===== config.mk =====
export PLATFORM = sky130hd
export DESIGN_NAME = cpu_loader
export DESIGN_NICKNAME = d
export VERILOG_FILES = /design/src/rtl/cpu_loader.sv
export SDC_FILE = /design/constraint.sdc
export NUM_CORES = 1
export LEC_CHECK = 0
export BUFFER_PORTS_ARGS = -buffer_cell sky130_fd_sc_hd__buf_2
export CORE_AREA = 2 2 182 184
export DETAILED_ROUTE_END_ITERATION = 8
export DIE_AREA = 0 0 184 186
export GPL_ROUTABILITY_DRIVEN = 1
export PLACE_DENSITY_LB_ADDON = 0.2
export SETUP_SLACK_MARGIN = 0.15
export SYNTH_ARGS = -nofsm -noshare
export SYNTH_HDL_FRONTEND = slang
export SYNTH_SLANG_ARGS = --single-unit

===== constraint.sdc =====
create_clock -name clk -period 5 [get_ports clk]
set_clock_uncertainty 0.1 [all_clocks]
set_input_delay 0.25 -clock clk [delete_from_list [all_inputs] [get_ports clk]]
set_output_delay 0.25 -clock clk [all_outputs]
set_load 0.02 [all_outputs]

===== src/rtl/cpu_loader.sv =====
// cpu_loader: host-side sequencer for the CPU's external memory ports and run control.
// A session streams prog_len instruction words into instruction memory, releases the
// CPU from reset and enables it for run_cycles cycles, then reads dump_len 64-bit words
// of data memory back out over a valid/ready stream.
//
// Ports:
//   clk, rst                  clock, synchronous active-high reset
//   start                     begin a session (sampled only in IDLE)
//   prog_len/run_cycles/dump_len  session lengths, latched on start
//   in_valid/in_ready/in_data     instruction word input stream
//   out_valid/out_ready/out_data  data word dump output stream
//   busy, done                not-IDLE flag, one-cycle completion pulse
//   cpu_arst_n, cpu_enable    CPU reset (active low) and clock enable
//   addr_ext/wen_ext/ren_ext/wdata_ext          instruction memory port
//   addr_ext_2/wen_ext_2/ren_ext_2/wdata_ext_2  data memory port
//   rdata_ext_2               data memory read data, one cycle after ren_ext_2
module cpu_loader #(
    parameter int unsigned CNT_W = 16,
    parameter int unsigned RUN_W = 32
) (
    input  logic             clk,
    input  logic             rst,
    input  logic             start,
    input  logic [CNT_W-1:0] prog_len,
    input  logic [RUN_W-1:0] run_cycles,
    input  logic [CNT_W-1:0] dump_len,
    input  logic             in_valid,
    output logic             in_ready,
    input  logic [31:0]      in_data,
    output logic             out_valid,
    input  logic             out_ready,
    output logic [63:0]      out_data,
    output logic             busy,
    output logic             done,
    output logic             cpu_arst_n,
    output logic             cpu_enable,
    output logic [63:0]      addr_ext,
    output logic             wen_ext,
    output logic             ren_ext,
    output logic [31:0]      wdata_ext,
    output logic [63:0]      addr_ext_2,
    output logic             wen_ext_2,
    output logic             ren_ext_2,
    output logic [63:0]      wdata_ext_2,
    input  logic [63:0]      rdata_ext_2
);

    typedef enum logic [2:0] {
        StIdle,
        StLoad,
        StRun,
        StDumpReq,
        StDumpWait,
        StDumpOut,
        StDone
    } state_e;

    localparam logic [CNT_W:0] CntOne = {{CNT_W{1'b0}}, 1'b1};
    localparam logic [RUN_W-1:0] RunOne = {{(RUN_W-1){1'b0}}, 1'b1};

    state_e           state_q, state_d;
    logic [CNT_W-1:0] prog_len_q, prog_len_d;
    logic [CNT_W-1:0] dump_len_q, dump_len_d;
    logic [RUN_W-1:0] run_rem_q, run_rem_d;
    // Word index: counts accepted words in LOAD, then the dump word in DUMP_*.
    logic [CNT_W-1:0] idx_q, idx_d;
    logic [CNT_W:0]   idx_inc;

    logic             in_ready_q, in_ready_d;
    logic             wen_q, wen_d;
    logic [63:0]      addr_q, addr_d;
    logic [31:0]      wdata_q, wdata_d;
    logic             ren2_q, ren2_d;
    logic [63:0]      addr2_q, addr2_d;
    logic             out_valid_q, out_valid_d;
    logic [63:0]      out_data_q, out_data_d;
    logic             busy_q, busy_d;
    logic             done_q, done_d;
    logic             arst_n_q, arst_n_d;
    logic             en_q, en_d;

    assign idx_inc = {1'b0, idx_q} + CntOne;

    always_comb begin
        state_d     = state_q;
        prog_len_d  = prog_len_q;
        dump_len_d  = dump_len_q;
        run_rem_d   = run_rem_q;
        idx_d       = idx_q;
        in_ready_d  = in_ready_q;
        wen_d       = 1'b0;
        addr_d      = addr_q;
        wdata_d     = wdata_q;
        addr2_d     = addr2_q;
        out_data_d  = out_data_q;
        en_d        = en_q;

        unique case (state_q)
            StIdle: begin
                if (start) begin
                    prog_len_d = prog_len;
                    dump_len_d = dump_len;
                    run_rem_d  = run_cycles;
                    idx_d      = '0;
                    if (prog_len == '0) begin
                        state_d = StRun;
                        en_d    = (run_cycles != '0);
                    end else begin
                        state_d    = StLoad;
                        in_ready_d = 1'b1;
                    end
                end
            end
            StLoad: begin
                if (in_ready_q) begin
                    if (in_valid) begin
                        wen_d   = 1'b1;
                        addr_d  = {{(64-CNT_W){1'b0}}, idx_q} << 2;
                        wdata_d = in_data;
                        idx_d   = idx_inc[CNT_W-1:0];
                        if (idx_inc == {1'b0, prog_len_q}) begin
                            in_ready_d = 1'b0;
                        end
                    end
                end else begin
                    // in_ready already low: the final write is on the port this cycle,
                    // so enabling the CPU from the next cycle keeps it strictly ahead.
                    state_d = StRun;
                    en_d    = (run_rem_q != '0);
                end
            end
            StRun: begin
                // run_rem_q counts enabled cycles left including the current one.
                if (run_rem_q > RunOne) begin
                    run_rem_d = run_rem_q - RunOne;
                end else begin
                    en_d  = 1'b0;
                    idx_d = '0;
                    if (dump_len_q == '0) begin
                        state_d = StDone;
                    end else begin
                        state_d = StDumpReq;
                        addr2_d = '0;
                    end
                end
            end
            StDumpReq: begin
                state_d = StDumpWait;
            end
            StDumpWait: begin
                out_data_d = rdata_ext_2;
                state_d    = StDumpOut;
            end
            StDumpOut: begin
                if (out_ready) begin
                    if (idx_inc < {1'b0, dump_len_q}) begin
                        idx_d   = idx_inc[CNT_W-1:0];
                        addr2_d = {{(64-CNT_W-1){1'b0}}, idx_inc} << 3;
                        state_d = StDumpReq;
                    end else begin
                        state_d = StDone;
                    end
                end
            end
            StDone: begin
                state_d = StIdle;
            end
            default: begin
                state_d = StIdle;
            end
        endcase

        // Status strobes are registered copies of the next state.
        busy_d      = (state_d != StIdle);
        done_d      = (state_d == StDone);
        ren2_d      = (state_d == StDumpReq);
        out_valid_d = (state_d == StDumpOut);
        arst_n_d    = (state_d != StIdle) && (state_d != StLoad);
    end

    always_ff @(posedge clk) begin
        if (rst) begin
            state_q     <= StIdle;
            prog_len_q  <= '0;
            dump_len_q  <= '0;
            run_rem_q   <= '0;
            idx_q       <= '0;
            in_ready_q  <= 1'b0;
            wen_q       <= 1'b0;
            addr_q      <= '0;
            wdata_q     <= '0;
            ren2_q      <= 1'b0;
            addr2_q     <= '0;
            out_valid_q <= 1'b0;
            out_data_q  <= '0;
            busy_q      <= 1'b0;
            done_q      <= 1'b0;
            arst_n_q    <= 1'b0;
            en_q        <= 1'b0;
        end else begin
            state_q     <= state_d;
            prog_len_q  <= prog_len_d;
            dump_len_q  <= dump_len_d;
            run_rem_q   <= run_rem_d;
            idx_q       <= idx_d;
            in_ready_q  <= in_ready_d;
            wen_q       <= wen_d;
            addr_q      <= addr_d;
            wdata_q     <= wdata_d;
            ren2_q      <= ren2_d;
            addr2_q     <= addr2_d;
            out_valid_q <= out_valid_d;
            out_data_q  <= out_data_d;
            busy_q      <= busy_d;
            done_q      <= done_d;
            arst_n_q    <= arst_n_d;
            en_q        <= en_d;
        end
    end

    assign in_ready    = in_ready_q;
    assign out_valid   = out_valid_q;
    assign out_data    = out_data_q;
    assign busy        = busy_q;
    assign done        = done_q;
    assign cpu_arst_n  = arst_n_q;
    assign cpu_enable  = en_q;
    assign addr_ext    = addr_q;
    assign wen_ext     = wen_q;
    assign ren_ext     = 1'b0;
    assign wdata_ext   = wdata_q;
    assign addr_ext_2  = addr2_q;
    assign wen_ext_2   = 1'b0;
    assign ren_ext_2   = ren2_q;
    assign wdata_ext_2 = '0;

endmodule


== Word level (Yosys, flattened, before mapping) ==
Index checks and enable logic that the tools add are counted.
Storage, ports and cells
  output and inout bits: 298
  memory bits (writable): 0
  bits in latches: 0
  ROM bits: 0
  memories: 0
  bits of input ports: 165
  register bits: 267
  logic and storage cells: 99
Operators by class
  muxes and demuxes: 35
  shift-type cells: 0
  add/subtract/negate cells: 2
  reduce and logical (&&, ||, !) cells: 20
  bitwise gates (word level): 2
  order comparisons: 2
  equality and inequality tests: 21
  multipliers: 0
  divide/modulo/power cells: 0
Operators with widths (number)
  $mux 64: 4
  $pmux 64 s2: 1
  $mux 16: 6
  $mux 32: 2
  $pmux 16 s4: 1
  $pmux 32 s2: 1
  $reduce_bool 32->1: 2
  $gt 32x1->1 const B: 1
  $logic_not 16->1: 2
  $sub 32x1->32 const B: 1
  $ne 2x2->1 const B: 11
  $mux 3: 6
  $pmux 3 s6: 1
  $add 16x1->17 const B: 1
  $eq 17x16->1: 1
  $lt 17x16->1: 1
  $eq 3x3->1 const B: 4
  $mux 1: 10
  $reduce_and 5->1: 2
  $eq 3x2->1 const B: 3
  $reduce_and 3->1: 3
  $reduce_and 7->1: 1
  $reduce_bool 2->1: 3
  $reduce_bool 3->1: 2
  11 further kinds: 12

== Depth between registers and ports, before layout ==
  depth after elaboration: 7
  mapped depth: 16
  mapped depth without buffers: 13

== Worst setup path after synthesis ==
OpenSTA, ideal clock, no wires.
  path kind: register to register
  start point: reg idx_q[1]
  end point: reg idx_q[1]
  library setup time: 121 ps
  clock period less this slack: 3797 ps
  data required time: 4779 ps
  arrival time: 3577 ps
  path slack: 1203 ps
  buffers on the path: 1
  cell stages (with the launch flop): 15
  path through: dfxtp_1 > ha_1 > nand3_2 > or4_1 > or2_2 > nand2_1 > ha_1 > a21oi_1 > o21a_1 > o21ai_0 > a211oi_4 > a31oi_1 > buf_4 > nor2_4 > mux2_2
On the way
  longest elaborated chain between the ends: 4
  elaborated cells between the ends (all ways): 9
  those cells by class: add/sub: 1; order compare: 1; eq/ne: 1; mux: 5; reduce/logical: 1
Ends and longest elaborated chain
  from (decl): RTL line 66  | logic [CNT_W-1:0] idx_q, idx_d;
  from (signal assigned): RTL line 205  | idx_q <= idx_d;
  $add 16x1->17 *: RTL line 82  | assign idx_inc = {1'b0, idx_q} + CntOne;
  $lt 17x16->1 (tied with other cells): RTL line 156  | if (idx_inc < {1'b0, dump_len_q}) begin
  $ne 2x2->1 (no source line) (tied with other cells)
  $reduce_and 7->1 (no source line) or $pmux 16 s4 (tied branches)
Every way passes the cells marked *; elsewhere a longest branch is shown, timed or not. The select of a mux whose other input is x is not followed.
A chain may end at the register's enable or synchronous reset.

== Worst setup path in the final report ==
  start point: reg idx_q[0]
  end point: reg done_q (netlist: done)
On the way
  longest elaborated chain between the ends: 6
Ends and longest elaborated chain
  $add 16x1->17: RTL line 82
  $lt 17x16->1: RTL line 156
  $mux 3: RTL line 156
  $mux 3: RTL line 155  | if (out_ready) begin
  $pmux 3 s6: RTL line 98  | unique case (state_q)
  $eq 3x3->1: RTL line 175  | done_d = (state_d == StDone);
  to (signal assigned): RTL line 215  | done_q <= done_d;
  to (decl): RTL line 78  | logic done_q, done_d;
Every way passes these cells.

==> flow_metrics.tcl <==
set metrics [dict create \
    timing.slew.headroom_pct 18.4 \
    chipWidth_um 184 \
    timing.critical_path.arrival_ns 4.71 \
    synth-adder-area-share_pct 2.02 \
    avg_vias_per_cell 4.75 \
    timing_worst_setup_path_type "reg2reg" \
    regToRegSetupSlack_ns 0.64 \
    layout_common_cells "360 x nand2_1, 300 x buf_2, 220 x dfxtp_1" \
    yosysSeqAreaShare_pct 39.5 \
    timing_max_transition_violations_final 0 \
    port_buffers 301 \
    cellPowerDensity_mw_per_mm2 315 \
    clkLatencyLatePin_ns 0.54 \
    drc_errors 0 \
    ctsLongestPathBuffers 3 \
    tritoncts "built" \
    prevailing_post_synth_register_cell "dfxtp_1" \
    cts_inserted_buffers 26 \
    post_synth.cell_area_avg_um2 7.55 \
    crit_path_end_kind "flip-flop" \
    power.total_uw 4620 \
    route.antenna.remaining_nets 0 \
    final-hold-violation-count 0 \
    unrepaired_setup_endpoints_after_global_routing "false" \
    cp-start-kind "flip-flop" \
    synth_top_family_by_area "simple AND/OR/NAND/NOR gates" \
    synth_largest_type_area_fraction_pct 39.5 \
    max-cap-violations 0 \
    initial_utilization_pct 34.6 \
    core_ar_mm2 0.0322 \
    critical_path.max_fanout 28 \
    synthesis.yosys.warnings 0 \
    yosys.area.top_type "dfxtp_1" \
    total_die_area_mm2 0.0342 \
    grt_antenna_before_repair 4 \
    cts.repair_timing.setup_buffer_count 0 \
    ys_types 66 \
    grt_util_all_layers_pct 18.8 \
    drt_iter0_markers 530 \
    xor_xnor_share_of_the_synthesized_area_pct 1.96 \
    synth_simple_gate_area_share_pct 23.0 \
    period_needed_ns 4.36 \
    grt_first_pass_wirelength_um 52200 \
    final_common_cell "nand2_1" \
    cp.required_ns 5.36 \
    worst_ir_drop_vdd_v 0.000250 \
    nets 2061 \
    timing_worst_slew_pin_value_ns 1.22 \
    fmax_mhz 230 \
    hp-class "in2reg" \
    detail_route.wl_per_cell_um 14.9 \
    postSynth.asyncResetShare_pct 0 \
    tns_ns 0 \
    routed_wl_um 34400 \
    clock_h_tree_levels 1 \
    postSynthRegisterBits 220 \
    status "completed" \
    final.period_utilization_pct 87.1 \
    ios 463 \
    clock_sinks 220 \
    number_of_standard_cells_after_synthesis 1476 \
    synth.area.mux_share_pct 0.460 \
    area_overhead_of_the_layout_relative_to_synthesis_pct 31.4 \
    num_vias 10964 \
    detail_route.first_pass.iterations 5 \
    synth_edf_count 0 \
    grt_max_degree 84 \
    die_height_um 186 \
    synth_compound_area_share_pct 17.5 \
    vias_in_the_first_global_route 10058 \
    hpwl_um 23900 \
    p_leak_uw 0.00638 \
    row_count 66 \
    cts.root.buffer_cell "clkbuf_16" \
    netlist_area_mm2 0.0111 \
    clkTransAtPathRegs_ns 0.06 \
    post_route_cells_drive_above_1_share_pct 19.6 \
    setup_violations 0 \
    final_weighted_congestion_in_routability_driven_placement 0.887 \
    synth.area.top_cells "dfxtp_1 40%, nand2_1 12%, buf_4 11%, a21oi_1 9.0%, nor2_1 2.6%" \
    grt.overflow.total 0 \
]
==> report_power, final <==
part           total [uW]  switching [uW]  internal (uW)
registers            1920            88.5           1830
clock network        1840             754           1080
logic                 858             540            318
total                4620            1380           3240
==> flip-flops by register name, summed over array words and instances (netlist names) <==
register and count:
idx_q 16, out_valid 1, addr_ext_2 17, in_ready 1, done 1, prog_len_q 16
cpu_arst_n 1, wen_ext 1, ren_ext_2 1, cpu_enable 1, run_rem_q 32, busy 1
addr_ext 16, out_data 64, state_q 3, wdata_ext 32, dump_len_q 16
==> per-layer routing <==
layer	vias up	GRT usage [%]	share of wire, %
li1	5481	-	-
met4	0	5.38	2.8
met3	60	3.13	5.8
met1	5059	24.1	43
met2	364	32.4	48
met5	-	0	0
==> synthesized netlist by cell type (4+ instances only) <==
cell / count
o21ai_0: 54
xor2_1: 12
nand2_1: 361
a221oi_1: 4
clkbuf_1: 74
nor3b_1: 6
nand4_1: 5
inv_1: 39
o211ai_1: 4
o22ai_1: 10
and3_1: 5
a21oi_1: 200
o2111ai_1: 6
and2_1: 5
buf_1: 6
a211oi_1: 11
nor2_1: 76
o311ai_0: 5
xnor2_1: 13
dfxtp_1: 220
nor3_1: 18
buf_2: 5
mux2i_1: 4
nand2b_1: 10
buf_4: 165
a21o_1: 4
or4_1: 4
nor4_1: 29
ha_1: 18
nand3_1: 21
and4_1: 5
a22oi_1: 6
nand4b_1: 4
a31oi_1: 11
or3_1: 14
==> per-stage QoR <==
step	utilization [%]	instance area [um^2]	setup WS [ns]	hold WS, ns	std cells
after global routing	45.5	14600	0.150	0.0374	2307
after global placement	38.3	12300	0.565	0.339	2109
after floorplan	-	11700	1.20	0.286	1636
after detailed placement	38.3	12300	0.479	0.343	2109
final	45.5	14600	0.645	0.0154	2308
after CTS	45.4	14600	0.450	0.000170	2304
==> critical path, cell delays in order, from the launching register on <==
cell,delay (ns)
dfxtp_1,0.51
ha_1,0.30
nand3_2,0.22
or4_1,0.65
or2_2,0.32
nand2_1,0.11
ha_1,0.15
nand2_1,0.07
o21a_1,0.18
o21ai_0,0.35
a211oi_4,0.08
buf_4,0.19
a31oi_4,0.59
and2_1,0.27
nor3b_1,0.18
==> logic make-up (layout without fill, tap and decap cells) <==
| kind of cell | after synthesis | count (layout) |
|---|---|---|
| AOI/OAI and AO/OA | 339 | 339 |
| DFF | 220 | 220 |
| buffers and inverters | 291 | 551 |
| xor gates and xnor gates | 25 | 25 |
| and+or+nand+nor | 577 | 577 |
| adders and majority gates | 18 | 18 |
| muxes | 5 | 5 |
| other | 1 | 165 |
==> final cells by class <==
type	instances	area, um^2
Fill cell	3222	17600
Timing Repair Buffer	465	3120
Sequential cell	220	4400
Inverter	40	150
Clock inverter	7	70.1
Clock buffer	39	751
Tap cell	408	510
Multi-Input combinational cell	1125	5640
Antenna cell	4	10.0
==> final timing paths <==
| kind | start | endpoint | cells after the start |
|---|---|---|---|
| hold / removal | rst | dump_len_q[7]$_SDFFE_PP0P_ | 2 |
| setup / recovery | idx_q[0]$_SDFFE_PP0P_ | done$_SDFF_PP0_ | 14 |
| setup reg to reg | idx_q[0]$_SDFFE_PP0P_ | done$_SDFF_PP0_ | 14 |
| hold reg to reg | wdata_ext[7]$_SDFFE_PP0P_ | wdata_ext[7]$_SDFFE_PP0P_ | 2 |
==> what timing repair did <==
item,4_1_cts,5_1_grt
endpoints found under the hold margin,145,0
hold buffers,149,0
gates resized for setup,0,1
endpoints found under the setup margin,0,9
Note: power is estimated with default switching activity, not from simulation.
